`config.mk`:
```
export PLATFORM = sky130hd
export DESIGN_NAME = arp_sequencer_flat
export DESIGN_NICKNAME = d
export VERILOG_FILES = /design/src/rtl/synth_ctrl_pkg.sv /design/src/rtl/arp_sequencer_if.sv /design/src/rtl/tick_prescaler.sv /design/src/rtl/arp_sequencer.sv /design/src/flat_wrapper.sv
export SDC_FILE = /design/constraint.sdc
export NUM_CORES = 1
export LEC_CHECK = 0
export ABC_CLOCK_PERIOD_IN_PS = 13100
export BUFFER_PORTS_ARGS = -buffer_cell sky130_fd_sc_hd__buf_4
export CAP_MARGIN = 10
export CORE_MARGIN = 4
export CORE_UTILIZATION = 60
export DETAILED_ROUTE_END_ITERATION = 8
export PLACE_DENSITY = 0.91
export SYNTH_ARGS = -nofsm -noshare
export SYNTH_HDL_FRONTEND = slang
export SYNTH_SLANG_ARGS = --single-unit
```
`constraint.sdc`:
```
create_clock -name CLK -period 13.1 [get_ports CLK]
set_input_delay 2.62 -clock CLK [delete_from_list [all_inputs] [get_ports CLK]]
set_output_delay 2.62 -clock CLK [all_outputs]
set_load 0.02 [all_outputs]
```
`src/rtl/synth_ctrl_pkg.sv`:
```
// Shared types and helpers for the synth control / arpeggiator slice.
// Holds the arp state enum, voice count, tick default and round-robin scan.
package synth_ctrl_pkg;

  localparam int NUM_VOICES   = 4;
  localparam int TICK_DIV_DEF = 50000;

  typedef enum logic [1:0] {
    BYPASS,
    IDLE,
    NOTE_ON,
    GAP
  } arp_state_t;

  // First held key after idx, wrapping; idx itself is checked last
  // so a lone held key repeats.
  function automatic logic [1:0] next_held(
    input logic [1:0]            idx,
    input logic [NUM_VOICES-1:0] keys
  );
    logic [1:0] r;
    logic [1:0] c;
    r = idx;
    for (int i = NUM_VOICES; i >= 1; i--) begin
      c = idx + 2'(i);
      if (keys[c]) r = c;
    end
    return r;
  endfunction

  function automatic logic [NUM_VOICES-1:0] onehot(
    input logic [1:0] i
  );
    logic [NUM_VOICES-1:0] r;
    r    = '0;
    r[i] = 1'b1;
    return r;
  endfunction

endpackage

```
`src/rtl/arp_sequencer_if.sv`:
```
// Control/gate bundle between host regs, arpeggiator and voice datapath.
// master: drives ARP_EN/ARP_TIME/KEY_IN; slave: drives gates and status.
interface arp_sequencer_if;
  import synth_ctrl_pkg::*;

  logic                  ARP_EN;
  logic [15:0]           ARP_TIME;
  logic [NUM_VOICES-1:0] KEY_IN;
  logic [NUM_VOICES-1:0] KEY_OUT;
  logic [1:0]            STEP_IDX;
  logic                  STEP_STROBE;
  logic                  ARP_ACTIVE;

  modport master (
    output ARP_EN, ARP_TIME, KEY_IN,
    input  KEY_OUT, STEP_IDX, STEP_STROBE, ARP_ACTIVE
  );

  modport slave (
    input  ARP_EN, ARP_TIME, KEY_IN,
    output KEY_OUT, STEP_IDX, STEP_STROBE, ARP_ACTIVE
  );

endinterface

```
`src/rtl/tick_prescaler.sv`:
```
// Millisecond timebase: counts 0..TICK_DIV-1, tick high on the last count.
// Ports: CLK, RESET (sync, high), clear (restart count at 0), tick.
module tick_prescaler #(
  parameter int TICK_DIV = 50000
) (
  input  logic CLK,
  input  logic RESET,
  input  logic clear,
  output logic tick
);

  localparam int CW = (TICK_DIV > 1) ? $clog2(TICK_DIV) : 1;
  localparam logic [CW-1:0] LAST = CW'(TICK_DIV - 1);

  logic [CW-1:0] cnt;

  assign tick = (cnt == LAST);

  always_ff @(posedge CLK) begin
    if (RESET || clear) begin
      cnt <= '0;
    end else if (cnt == LAST) begin
      cnt <= '0;
    end else begin
      cnt <= cnt + CW'(1);
    end
  end

endmodule

```
`src/rtl/arp_sequencer.sv`:
```
// Arpeggiator: key gate bypass or round-robin single-voice stepping.
// Ports: CLK, RESET (sync, high), bus (slave side of arp_sequencer_if).
module arp_sequencer
  import synth_ctrl_pkg::*;
#(
  parameter int TICK_DIV  = TICK_DIV_DEF,
  parameter int GAP_TICKS = 2
) (
  input  logic           CLK,
  input  logic           RESET,
  arp_sequencer_if.slave bus
);

  arp_state_t  state;
  logic [1:0]  idx;
  logic [15:0] tcnt;

  logic        tick;
  logic        clear;
  logic        start;
  logic [1:0]  start_idx;
  logic        any_key;
  logic        drop;
  logic        note_done;
  logic        gap_done;
  logic [15:0] t_eff;
  logic [15:0] note_len;
  logic [16:0] tnext;
  logic [1:0]  first_idx;
  logic [1:0]  rr_idx;

  tick_prescaler #(
    .TICK_DIV(TICK_DIV)
  ) u_presc (
    .CLK  (CLK),
    .RESET(RESET),
    .clear(clear),
    .tick (tick)
  );

  assign any_key   = |bus.KEY_IN;
  assign drop      = ~bus.KEY_IN[idx];
  assign t_eff     = (bus.ARP_TIME > 16'(GAP_TICKS))
                   ? bus.ARP_TIME : 16'(GAP_TICKS + 1);
  assign note_len  = t_eff - 16'(GAP_TICKS);
  assign tnext     = {1'b0, tcnt} + 17'd1;
  // Compare on each tick so a shortened ARP_TIME ends the note at
  // the next tick instead of restarting the step.
  assign note_done = tick && (tnext >= {1'b0, note_len});
  assign gap_done  = tick && (tnext >= 17'(GAP_TICKS));
  // Scanning from voice 3 yields the lowest held key.
  assign first_idx = next_held(2'd3, bus.KEY_IN);
  assign rr_idx    = next_held(idx, bus.KEY_IN);

  // Phase entries restart the prescaler so every phase is whole ticks.
  always_comb begin
    start     = 1'b0;
    clear     = 1'b0;
    start_idx = first_idx;
    if (bus.ARP_EN) begin
      case (state)
        BYPASS, IDLE: begin
          start = any_key;
          clear = any_key;
        end
        NOTE_ON: begin
          clear = drop || note_done;
        end
        GAP: begin
          start     = gap_done && any_key;
          clear     = gap_done && any_key;
          start_idx = rr_idx;
        end
        default: begin
          start = 1'b0;
        end
      endcase
    end
  end

  always_ff @(posedge CLK) begin
    if (RESET) begin
      state           <= BYPASS;
      idx             <= '0;
      tcnt            <= '0;
      bus.KEY_OUT     <= '0;
      bus.STEP_IDX    <= '0;
      bus.STEP_STROBE <= 1'b0;
      bus.ARP_ACTIVE  <= 1'b0;
    end else begin
      bus.STEP_STROBE <= 1'b0;
      if (start) begin
        state           <= NOTE_ON;
        idx             <= start_idx;
        tcnt            <= '0;
        bus.KEY_OUT     <= onehot(start_idx);
        bus.STEP_IDX    <= start_idx;
        bus.STEP_STROBE <= 1'b1;
        bus.ARP_ACTIVE  <= 1'b1;
      end else if (!bus.ARP_EN) begin
        // Leaving arp mode spends one cycle silent before passthrough.
        state          <= BYPASS;
        bus.ARP_ACTIVE <= 1'b0;
        bus.KEY_OUT    <= (state == BYPASS) ? bus.KEY_IN : '0;
      end else begin
        case (state)
          BYPASS: begin
            state       <= IDLE;
            bus.KEY_OUT <= '0;
          end
          IDLE: begin
            state <= IDLE;
          end
          NOTE_ON: begin
            if (drop || note_done) begin
              state       <= GAP;
              tcnt        <= '0;
              bus.KEY_OUT <= '0;
            end else if (tick) begin
              tcnt <= tnext[15:0];
            end
          end
          GAP: begin
            if (gap_done) begin
              state          <= IDLE;
              tcnt           <= '0;
              bus.ARP_ACTIVE <= 1'b0;
            end else if (tick) begin
              tcnt <= tnext[15:0];
            end
          end
          default: begin
            state <= BYPASS;
          end
        endcase
      end
    end
  end

endmodule

```
`src/flat_wrapper.sv`:
```
// flat-port wrapper written by rule: the top's interface ports become plain ports
module arp_sequencer_flat import synth_ctrl_pkg::*;
#(
  parameter int TICK_DIV  = TICK_DIV_DEF,
  parameter int GAP_TICKS = 2
)
  (CLK, RESET, bus_ARP_EN, bus_ARP_TIME, bus_KEY_IN, bus_KEY_OUT, bus_STEP_IDX, bus_STEP_STROBE, bus_ARP_ACTIVE);
  arp_sequencer_if bus_i ();
  input  logic CLK;
  input  logic RESET;
  input wire logic [$bits(bus_i.ARP_EN)-1:0] bus_ARP_EN;
  input wire logic [$bits(bus_i.ARP_TIME)-1:0] bus_ARP_TIME;
  input wire logic [$bits(bus_i.KEY_IN)-1:0] bus_KEY_IN;
  output wire logic [$bits(bus_i.KEY_OUT)-1:0] bus_KEY_OUT;
  output wire logic [$bits(bus_i.STEP_IDX)-1:0] bus_STEP_IDX;
  output wire logic [$bits(bus_i.STEP_STROBE)-1:0] bus_STEP_STROBE;
  output wire logic [$bits(bus_i.ARP_ACTIVE)-1:0] bus_ARP_ACTIVE;
  assign bus_i.ARP_EN = bus_ARP_EN;
  assign bus_i.ARP_TIME = bus_ARP_TIME;
  assign bus_i.KEY_IN = bus_KEY_IN;
  assign bus_KEY_OUT = bus_i.KEY_OUT;
  assign bus_STEP_IDX = bus_i.STEP_IDX;
  assign bus_STEP_STROBE = bus_i.STEP_STROBE;
  assign bus_ARP_ACTIVE = bus_i.ARP_ACTIVE;
  arp_sequencer #(.TICK_DIV(TICK_DIV), .GAP_TICKS(GAP_TICKS)) u_core (.CLK(CLK), .RESET(RESET), .bus(bus_i));
endmodule
```
; ---- After elaboration in Yosys (flattened, before gate mapping)
; Cells that the tools add are included.
[word_totals]
reg_bits = 42
in_bits = 23
out_inout_bits = 8
word_cells = 96
[op_classes]
addsub = 6
n_lt_le_gt_ge = 9
n_eq_ne = 11
mux = 42
n_bitwise = 2
n_reduce_logical = 18
[ops]
columns = cell, count
row1 = $mux W16, 4
row2 = $pmux W16 S2, 1
row3 = $mux W2, 11
row4 = $add A16 B1 Y17 const B, 1
row5 = $ge A17 B16 Y1, 1
row6 = $ge A17 B2 Y1 const B, 1
row7 = $add A16 B1 Y16 const B, 1
row8 = $eq A16 B16 Y1 const B, 1
row9 = $gt A16 B2 Y1 const B, 1
row10 = $mux W4, 4
row11 = $sub A16 B2 Y16 const B, 1
row12 = $lt A2 B3 Y1 const B, 5
row13 = $mux W1, 13
row14 = $reduce_and A2 Y1, 5
row15 = $bmux W1 S2, 4
row16 = $ne A4 B2 Y1 const B, 2
row17 = $pmux W4 S2, 1
row18 = $ne A3 B1 Y1 const B, 2
row19 = $pmux W2 S3, 1
row20 = $reduce_or A2 Y1, 3
row21 = $add A2 B2 Y2 const B, 2
row22 = $eq A2 B2 Y1 const B, 2
row23 = $logic_and A1 B1 Y1, 4
row24 = $ne A2 B1 Y1 const B, 2
row25 = other kinds (13), 15

; ---- Longest topological paths before layout
[logic_depth]
depth_word = 13
depth_mapped = 17
ltp_nobuf = 16

; ---- Cells and area by module
; From an unflattened synthesis, not the netlist that was laid out.
[unflattened]
hier_cells = 409
hier_area_um2 = 3390.8
[by_module_without_submodules]
columns = module, n_inst, cells_per_inst, area_each_um2, seq_area_each_um2
row1 = arp_sequencer, 1, 327, 2658.8, 520.5
row2 = tick_prescaler, 1, 82, 732.0, 320.3

; ---- Worst setup path before layout
; OpenSTA, ideal clock, no wires.
[synth_path]
path_kind = input -> register
start = input bus_ARP_TIME[5]
end = register u_core.u_presc.cnt[4]
setup_ns = 0.062
t_arrival_ns = 6.683
required_time_ns = 13.038
setup_slack_ns = 6.355
cell_stages = 16
n_path_buf = 1
cell_sequence = or3_1 nor4_1 a31oi_1 ha_1 nand2_1 nor3_1 xnor2_1 ha_1 and4_1 and3_1 a211oi_1 a21boi_0 or4b_2 a2111o_1 buf_6 nor2_2
[synth_between]
elab_chain_len = 10
[synth_rtl]
columns = item, line
row1 = from (decl), flat_wrapper.sv:12  ; input wire logic [$bits(bus_i.ARP_TIME)-1:0] bus_ARP_TIME;
row2 = $gt A16 B2 Y1, arp_sequencer.sv:43  ; assign t_eff = (bus.ARP_TIME > 16'(GAP_TICKS))
row3 = $mux W16 *, arp_sequencer.sv:44  ; ? bus.ARP_TIME : 16'(GAP_TICKS + 1);
row4 = $sub A16 B2 Y16 *, arp_sequencer.sv:45  ; assign note_len = t_eff - 16'(GAP_TICKS);
row5 = $ge A17 B16 Y1 *, arp_sequencer.sv:49  ; assign note_done = tick && (tnext >= {1'b0, note_len});
row6 = $logic_and A1 B1 Y1 *, arp_sequencer.sv:49
row7 = $logic_or A1 B1 Y1 *, arp_sequencer.sv:67  ; clear = drop || note_done;
row8 = $pmux W1 S3 *, arp_sequencer.sv:61  ; case (state)
row9 = $mux W1 *, arp_sequencer.sv:60  ; if (bus.ARP_EN) begin
row10 = $logic_or A1 B1 Y1 *, tick_prescaler.sv:20  ; if (RESET || clear) begin
row11 = $reduce_or A2 Y1 (no source line) *, -
row12 = to (signal assigned), tick_prescaler.sv:25  ; cnt <= cnt + CW'(1);
row13 = to (decl), tick_prescaler.sv:15  ; logic [CW-1:0] cnt;
; Every way passes the cells marked *; elsewhere a longest branch is shown, timed or not.
; A chain may end at the register's enable or synchronous reset.

; ---- Final worst setup path
[layout_path]
start = input bus_ARP_TIME[5]
end = register u_core.u_presc.cnt[12]
; Same word-level chain as after synthesis.

==> metrics.md <==
| Metric | Value |
|---|---|
| Non-Filler Instances | between 500 and 600 |
| Routability cong. | about 0.92 |
| Mapped Avg Cell Area | ~7.8 µm² |
| Fmax | 139 MHz |
| Worst hold endpoint | u_core.u_presc.cnt[0] |
| First-pass GRT wire length | between 10000 and 15000 µm |
| WL per Instance | approximately 15 µm |
| Register area share after synthesis | between 20% and 30% |
| Largest area contributor in the netlist | dfxtp_1 |
| Clock-pin slew on the worst setup and hold paths | 0.08 ns |
| Die area | ~0.0066 mm² |
| Outcome | finished, final reports clean |
| CTS sink count | between 40 and 50 |
| Critical path arrival | 7.44 ns |
| Final ANT Viol Nets | 0 |
| Core area | 0.00517 mm² |
| RSZ-0062 raised after global routing | false |
| Root buffer cell | clkbuf_8 |
| Hold WS | 0.461 ns |
| Synth top cells by count | 48 x nor2_1, 42 x dfxtp_1, 29 x nand2_1, 25 x xnor2_1, 23 x o21ai_0 |
| Layout cells sized above 1 | about 16% |
| Tmin final | slightly above 7 ns |
| GRT overflow | 0 |
| Die width | just over 80 µm |
| DRT Pass-1 Iters | 6 |
| Fin. max-slew vios | 0 |
| Routed via count | ~3100 |
| Die H | between 80 and 90 µm |
| Post-synth ARST share | 0% |
| Final period util | 55.0% |
| GRT Overall Usage | roughly 25% |
| Synth cell types | just under 60 |
| Ys flop type | dfxtp_1 |
| Setup CP Type | input port to flop |
| Worst-case clock buffer depth | 2 |
| Max IR drop VDD | 0.0684 mV |
| FF+latch area | approximately 840 µm² |
| TritonCTS clock tree | done |
| Power per cell area | around 77 mW/mm² |
| Hold-fix buffers at CTS | 0 |
| Post-CTS Setup Bufs | 0 |
| CTS buffer count | 5 |
| Crit. End Element | flop |
| WHS Path Cells | 1 |
| HP Start | u_core.u_presc.cnt[0] |
| Antenna diode count | 0 |
| Post-synth EDFFs | 0 |
| Worst Reg-to-Reg Cells | 13 |
| Most numerous cell in the Yosys netlist | nor2_1 |
| Initial core utilization | around 62% |
| Area of the multi-input gates | 0.00224 mm² |
| Leakage | around 1.4 nW |
| Placed cell areas | 0.00347 mm² |
| Num ports | 31 |
| Yosys top cell area share | approximately a quarter |
| Iter 0 DRT Violations | roughly 280 |
| HP Class | flop to flop |
| Post-layout instance area | 0.00358 mm² |
| CP max stage cell | a2111o_1 |
| Port Buffers | 30 |
| Crit path max fanout | 16 |
| Fillcell total | 434 |
| Ranking of synthesized cells by area | dfxtp_1 26%, ha_1 7.8%, xnor2_1 6.8% |
| Post-Syn Nets | between 400 and 500 |
| R2R Path Start | u_core.tcnt[0] |
| Post-Syn Area | approximately 0.0032 mm² |
| Final Hold Vio Count | 0 |
| Vias in the first global route | around 2900 |
| Net count, final | between 400 and 500 |
| Mapped Cells | a little over 400 |
| Largest stage delay on the critical path | around 0.66 ns |
| Setup slack, reg-to-reg | around 8 ns |
| Largest net degree at the start of global routing | 17 |
| H-tree depth | 2 |
| Max Cap Viol | 0 |
| Initial antenna violation count | 0 |
| Startpoint Class | input port |
| Vias per cell | just over 6 |
| Slew margin rel. | a little under a fifth |
| Dpl cells | around 500 |
| Total Wirelength | about 7600 µm |
| Worst-Margin Slew | roughly 1.2 ns |
| Reg2reg end | u_core.u_presc.cnt[12] |
| Worst-Skew Late Latency | ~0.3 ns |
| Setup Skew | 0.00928 ns |
| Most used cell, CP | ha_1 |
| Crit path required time | ~13 ns |
| FP Rows | 26 |
| Setup TNS | 0 ns |
| Detailed Place HPWL | roughly 5700 µm |
| Post-CTS resize count | 0 |
| Seq cells post-synth | 42 |
| Place WS | around 5.6 ns |
| Final Setup Violations | 0 |
| Crit-path cells | buf_4 -> or3_1 -> nor4_1 -> a31oi_1 -> ha_1 -> nand2_1 -> nor3_1 -> xnor2_1 -> ha_1 -> and4_1 -> and3_1 -> a211oi_1 -> a21boi_0 -> or4b_2 -> a2111o_1 -> nor2_2 |
| Residual DRC count | 0 |
| Area Overhead vs Synth | 11.0% |
| Slack of the critical path | just under 6 ns |
| YS warnings | 0 |
[routing by layer]
layer	wire length [µm]	share of wire (%)	global-route usage, %
met1	3240	43	30.3
met2	3740	49	41.5
met3	488	6.4	5.43
met4	139	1.8	10.3
met5	0	0	0
[state kept, by name, indices dropped and copies added, names as in the netlist]
name / cells
u_core.bus.STEP_STROBE: 1
u_core.state: 2
u_core.bus.STEP_IDX: 2
u_core.u_presc.cnt: 16
u_core.bus.ARP_ACTIVE: 1
u_core.tcnt: 16
u_core.bus.KEY_OUT: 4
[logic make-up (layout without fill, tap and decap cells)]
logic type | after synthesis | after routing | share of synthesized area (%)
AO/OA/AOI/OAI | 82 | 82 | 17.3
XOR/XNOR | 41 | 41 | 11.1
adder cells (fa/ha/maj) | 20 | 20 | 7.77
buffers and inverters | 35 | 58 | 4.47
flip-flops | 42 | 42 | 26.1
multiplexers | 8 | 8 | 2.72
AND/OR/NAND/NOR | 185 | 185 | 30.5
[placed cells by master (no fill, tap or decap), drive strengths merged, types with 2 or more instances in the layout]
cell / n
nor2b: 3
o211ai: 8
nor4: 7
a21oi: 16
dfxtp: 42
buf: 30
or4: 3
a211oi: 3
a21boi: 2
or3b: 2
ha: 20
a31oi: 5
xnor2: 25
inv: 20
o21ai: 23
nor3: 15
and2: 7
nand2: 29
or3: 3
xor2: 16
mux2: 3
o22ai: 2
a22oi: 7
and3: 10
nand3: 18
mux2i: 5
a221oi: 2
nand2b: 2
nor2: 58
clkbuf: 6
and4: 4
nand4: 9
or2: 11
[layout make-up]
type	instances	share of cell area [%]
clock inverter	2	1.05
inverter	20	2.10
multi-input combinational	336	62.6
clock buffer	6	2.03
timing repair buffer	30	6.30
sequential	42	23.5
tap	70	2.45
[through the flow]
step / utilization, % / total power [mW]
6_report: 69.1 / 0.276
5_1_grt: 69.1 / 0.289
4_1_cts: 69.1 / 0.277
3_5_place_dp: 67.0 / 0.175
3_3_place_gp: 67.0 / 0.173
2_1_floorplan: - / 0.160
[worst max path at each step]
stage                    startpoint                     end  slack, ns  cells after the start
floorplan           bus_ARP_TIME[5]   u_core.u_presc.cnt[4]       6.35                     16
global placement    bus_ARP_TIME[5]   u_core.u_presc.cnt[2]       5.85                     16
detailed placement  bus_ARP_TIME[5]   u_core.u_presc.cnt[5]       5.60                     16
CTS                 bus_ARP_TIME[5]   u_core.u_presc.cnt[5]       5.92                     16
global route        bus_ARP_TIME[5]   u_core.u_presc.cnt[7]       5.47                     17
finish              bus_ARP_TIME[5]  u_core.u_presc.cnt[12]       5.89                     16
[where the power goes]
group          total [mW]  switching, mW  internal, mW
Clock               0.103         0.0465        0.0569
Sequential          0.133        0.00274         0.130
Combinational      0.0394         0.0228        0.0166
Total               0.276         0.0721         0.204
[critical path: cells and delay by family]
| family | cells | cell delay, ns |
|---|---|---|
| buffers and inverters | 1 | 0.12 |
| adder cells (fa/ha/maj) | 2 | 0.61 |
| XOR/XNOR | 1 | 0.12 |
| AND/OR/NAND/NOR | 8 | 2.37 |
| AO/OA/AOI/OAI | 4 | 1.59 |
No activity file was read; power rests on OpenSTA's default activity.
